$ cat config.mk
export PLATFORM = sky130hd
export DESIGN_NAME = pc_unit
export DESIGN_NICKNAME = d
export VERILOG_FILES = /design/src/rtl/pc_unit.sv
export SDC_FILE = /design/constraint.sdc
export NUM_CORES = 1
export LEC_CHECK = 0
export BUFFER_PORTS_ARGS = -buffer_cell sky130_fd_sc_hd__clkbuf_2
export CAP_MARGIN = 25
export CORE_MARGIN = 2
export CORE_UTILIZATION = 40
export CTS_CLUSTER_DIAMETER = 30
export DETAILED_ROUTE_END_ITERATION = 10
export GPL_ROUTABILITY_DRIVEN = 0
export MAX_ROUTING_LAYER = met4
export PLACE_DENSITY = 0.79
export SLEW_MARGIN = 20
export SYNTH_ARGS = -nofsm -noshare
export SYNTH_HDL_FRONTEND = slang
export SYNTH_SLANG_ARGS = --single-unit
$ cat constraint.sdc
create_clock -name clk -period 3.41 [get_ports clk]
set_clock_uncertainty 0.15 [all_clocks]
set_input_delay 0.341 -clock clk [delete_from_list [all_inputs] [get_ports clk]]
set_output_delay 0.341 -clock clk [all_outputs]
set_load 0.01 [all_outputs]
$ cat src/rtl/pc_unit.sv
// Program counter with prioritized redirect/halt/stall/increment selection and a RUN/HALTED FSM.
// Misaligned redirects are rejected and flagged for one cycle; increment overflow is flagged for one cycle.
module pc_unit #(
   parameter int                 WIDTH      = 32,
   parameter int                 STEP       = 4,
   parameter logic [WIDTH-1:0]   RESET_VEC  = '0,
   parameter int                 ALIGN_BITS = 2
) (
   input  logic             clk,
   input  logic             rst,
   input  logic             stall,
   input  logic             halt,
   input  logic             resume,
   input  logic             br_taken,
   input  logic [WIDTH-1:0] br_target,
   input  logic             jmp,
   input  logic [WIDTH-1:0] jmp_target,
   output logic [WIDTH-1:0] pc,
   output logic [WIDTH-1:0] pc_next,
   output logic             pc_valid,
   output logic             wrap,
   output logic             misalign
);

   typedef enum logic {
      S_RUN    = 1'b0,
      S_HALTED = 1'b1
   } state_t;

   localparam logic [WIDTH-1:0] ALIGN_MASK = WIDTH'((64'd1 << ALIGN_BITS) - 64'd1);
   localparam logic [WIDTH:0]   STEP_EXT   = (WIDTH+1)'(STEP);

   state_t           state_q, state_d;
   logic [WIDTH-1:0] pc_q, pc_d;
   logic             wrap_q, wrap_d;
   logic             misalign_q, misalign_d;

   logic [WIDTH:0]   inc_sum;
   logic [WIDTH-1:0] redir_target;
   logic             redir_req;
   logic             redir_aligned;

   // The extra top bit of the sum is the carry out that signals wrap.
   assign inc_sum       = {1'b0, pc_q} + STEP_EXT;
   // jmp fully shadows br_taken, even when the jump target is rejected.
   assign redir_req     = jmp | br_taken;
   assign redir_target  = jmp ? jmp_target : br_target;
   assign redir_aligned = ((redir_target & ALIGN_MASK) == '0);

   always_comb begin
      pc_d       = pc_q;
      state_d    = state_q;
      wrap_d     = 1'b0;
      misalign_d = 1'b0;
      if (rst) begin
         pc_d    = RESET_VEC;
         state_d = S_RUN;
      end else if (redir_req) begin
         if (redir_aligned) begin
            pc_d = redir_target;
         end else begin
            misalign_d = 1'b1;
         end
      end else if (state_q == S_HALTED) begin
         if (resume && !halt) begin
            state_d = S_RUN;
         end
      end else if (halt) begin
         state_d = S_HALTED;
      end else if (!stall) begin
         pc_d   = inc_sum[WIDTH-1:0];
         wrap_d = inc_sum[WIDTH];
      end
   end

   always_ff @(posedge clk) begin
      if (rst) begin
         pc_q       <= RESET_VEC;
         state_q    <= S_RUN;
         wrap_q     <= 1'b0;
         misalign_q <= 1'b0;
      end else begin
         pc_q       <= pc_d;
         state_q    <= state_d;
         wrap_q     <= wrap_d;
         misalign_q <= misalign_d;
      end
   end

   assign pc       = pc_q;
   assign pc_next  = pc_d;
   assign pc_valid = (state_q == S_RUN);
   assign wrap     = wrap_q;
   assign misalign = misalign_q;

endmodule

==> impl_metrics.csv <==
group,metric,value,unit
hold_path,min-delay-start,"resume",
worst_setup_path,crit_required,2920,ps
sta,grt_setup_unrepaired,"false",
drt,met2_length,3950,um
drt,wire_per_inst,16.2,um
drt,vias_per_cell,5.88,
global_routing,grt_pass1_vias,2827,
synth,async_reset_ff_share,0,%
drt,drt_first_pass_iters,4,
worst_setup_path,critPathCaptureType,"output port",
sta,drv_slew,0,
worst_setup_path,rr_worst_depth,5,
clock_network,cts.sinks,35,
clock_network,cts_tree,"done",
hold_path,hp-class,"input port to flop",
sta,hold_violations,0,
sta,setup_viol,0,
synth,syn_area,2580,um2
synth,syn_area_per_cell,7.88,um2
synth,synthTopCellsByArea,"dfxtp_1 27%, mux2i_1 9.3%, a21oi_1 6.8%",
worst_setup_path,critical-path-max-stage-delay,540,ps
outcome,status,"finished, final reports clean",
power,p_per_area,345,nW/um2
clock_network,root_buffer,"clkbuf_8",
global_routing,grt_pass1_wl,13500,um
sta,relSlewSlack,47.2,%
clock_network,cts_hold_buf,0,
clock_network,clock_latency,290,ps
floorplanning,start_util,40.9,%
global_routing,grt-ovfl-total,0,
power,ir_drop,215,uV
synth,ys_ff_latch,35,
clock_network,htreeDepth,2,
drt,drtIter0Drc,154,
drt,remaining_drc_errors,0,
worst_setup_path,slowest_stage,"dfxtp_1",
global_routing,grt_usage,23.9,%
drt,ant_nets,0,
floorplanning,io_pins,138,
worst_setup_path,cp-start-kind,"flop",
drt,dr_wl_met3,716,um
clock_network,clk_pin_slew,70,ps
power,p_leak,1.49,nW
sta,period_needed,3270,ps
synth,yosys_warnings,0,
floorplanning,core.rowCount,29,
place,dp_hpwl,6490,um
place,portBuffers,137,
worst_setup_path,arrival,2780,ps
worst_setup_path,r2r-start,"pc[5]",
clock_network,cts_buffer_depth,2,
hold_path,whs_endpoint,"state_q",
synth,yosysUniqueCellTypes,45,
floorplanning,die-area,7120,um2
floorplanning,die_w,84.4,um
final_layout,n_antenna_cell,0,
drt,top_layer_used,"met4",
power,finalPower,0.00118,W
worst_setup_path,critical_path.cell_chain,"and4_1 > nand4_4 > or3_4 > or4_4 > a31oi_1 > clkbuf_2",
synth,yosysTopAreaCell,"dfxtp_1",
floorplanning,die_y,84.4,um
worst_setup_path,r2r-end,"pc[30]",
clock_network,numCtsBuffers,5,
sta,tns,0,ps
drt,met1Wirelength,3800,um
synth,synth_edf_count,0,
floorplanning,core,6310,um2
final_layout,drive_above_1_share,37.1,%
synth,synth_seq_area_share,27.1,%
global_routing,antenna_found_initial,0,
global_routing,grt_max_degree,39,
synth,yosysTopAreaCellShare,27.1,%
synth,syn_nets,400,
run,max-cap-violations,0,
synth,synth-main-ff-cell,"dfxtp_1",
synth,netlist_instances,328,
worst_setup_path,reg2reg_slack,860,ps
drt,route.vias.total,3114,
sta,min_period_over_period,95.9,%
drt,wl,8580,um
worst_setup_path,cp_max_fo,14,
worst_setup_path,worstSetupPathType,"flop to output port",
hold_path,hold_path_depth,4,
sta,fmax,306,MHz
sta,worst_pin_slew,792,ps
final_layout,area_growth,32.1,%
final_layout,finalNetCount,524,
through the flow:
| stage | setup slack [ps] | std cells | util (%) | area [um2] | hold slack (ps) |
|---|---|---|---|---|---|
| finish | 140 | 530 | 54.0 | 3410 | 224 |
| global route | 30.2 | 530 | 54.0 | 3410 | 231 |
| CTS | 133 | 530 | 53.9 | 3410 | 210 |
| detailed placement | 365 | 522 | 52.4 | 3310 | 332 |
| global placement | 453 | 522 | 52.4 | 3310 | 327 |
| floorplan | 876 | 328 | - | 2580 | 316 |
final cells by class:
| type | instances | area [um2] |
|---|---|---|
| Fill cell | 620 | 2900 |
| Inverter | 6 | 22.5 |
| Sequential cell | 35 | 701 |
| Multi-Input combinational cell | 260 | 1750 |
| Timing Repair Buffer | 144 | 738 |
| Tap cell | 77 | 96.3 |
| Clock buffer | 8 | 100 |
sequential cells by signal, indices dropped and copies added, names as in the netlist:
register  count
wrap          1
state_q       1
misalign      1
pc           32
layout by cell type (no fill, tap or decap), drive strengths merged, types with 2 or more instances in the layout:
cell type	Yosys	routed
o21ai	22	22
a311oi	10	10
a21boi	3	3
a21oi	35	35
nor3	16	16
nand2	15	15
clkbuf	17	145
dfxtp	35	35
a31oi	2	2
o22ai	5	5
mux2i	24	24
buf	10	7
o31ai	4	4
xnor2	5	5
or4	3	3
a211oi	14	14
inv	6	6
nand3	11	11
nor2	22	22
and4	3	3
and3	7	7
a21o	4	4
nor2b	5	5
a2111oi	8	8
nor4	9	9
nand4	10	10
mux2	7	7
nor3b	4	4
a221oi	2	2
layer usage:
layer  GRT usage [%]  up-vias
li1                -     1535
met4            7.50        0
met1            31.2     1439
met5               -        -
met3            5.01        9
met2            37.3      131
worst max-delay path by stage:
stage / from / to / cells after the start
2_1_floorplan: pc[5] / pc_next[30] / 7
3_3_place_gp: stall / pc_next[25] / 7
3_5_place_dp: stall / pc_next[25] / 7
4_1_cts: pc[4] / pc_next[25] / 6
5_1_grt: pc[5] / pc_next[30] / 6
6_report: pc[5] / pc_next[30] / 6
kinds of logic after synthesis:
kind of cell	share of synthesized area, %
AOI/OAI and AO/OA	28.8
xor gates and xnor gates	1.69
adders and majority gates	0.484
buffers and inverters	5.33
DFF	27.1
muxes	12.3
and+or+nand+nor	24.3
timing repair:
item | 4_1_cts | 5_1_grt
endpoints found under the setup margin | 0 | 2
gates resized for setup | 0 | 1
setup buffers | 0 | 0
cell usage after synthesis (2+ instances only):
library cell,number
clkbuf_1,17
and4_1,3
nand4_1,9
nor3_1,16
xnor2_1,5
buf_1,5
a21boi_0,3
mux2_2,7
o21ai_0,22
a211oi_1,14
nor2_1,22
and3_1,7
mux2i_1,24
a221oi_1,2
a311oi_1,10
a31oi_1,2
dfxtp_1,35
o31ai_1,4
inv_1,6
nor3b_1,4
o22ai_1,5
nor4_1,9
buf_2,2
or4_1,2
nand3_1,10
nand2_1,14
nor2b_1,5
a21o_1,4
buf_4,3
a21oi_1,35
a2111oi_0,8
power breakdown:
part	total, W	leakage, nW	internal [W]	switching [W]
logic	0.000337	1.15	0.000149	0.000188
clock network	0.000346	0.0515	0.000185	0.000162
registers	0.000494	0.289	0.000442	0.0000514
total	0.00118	1.49	0.000776	0.000401
worst max-delay path, delay by kind of cell, from the launching register on:
kind                   cells  cell delay (ps)
AND/OR/NAND/NOR            4             1610
AO/OA/AOI/OAI              1              170
flip-flops                 1              540
buffers and inverters      1              160
No activity file was read; power rests on OpenSTA's default activity.
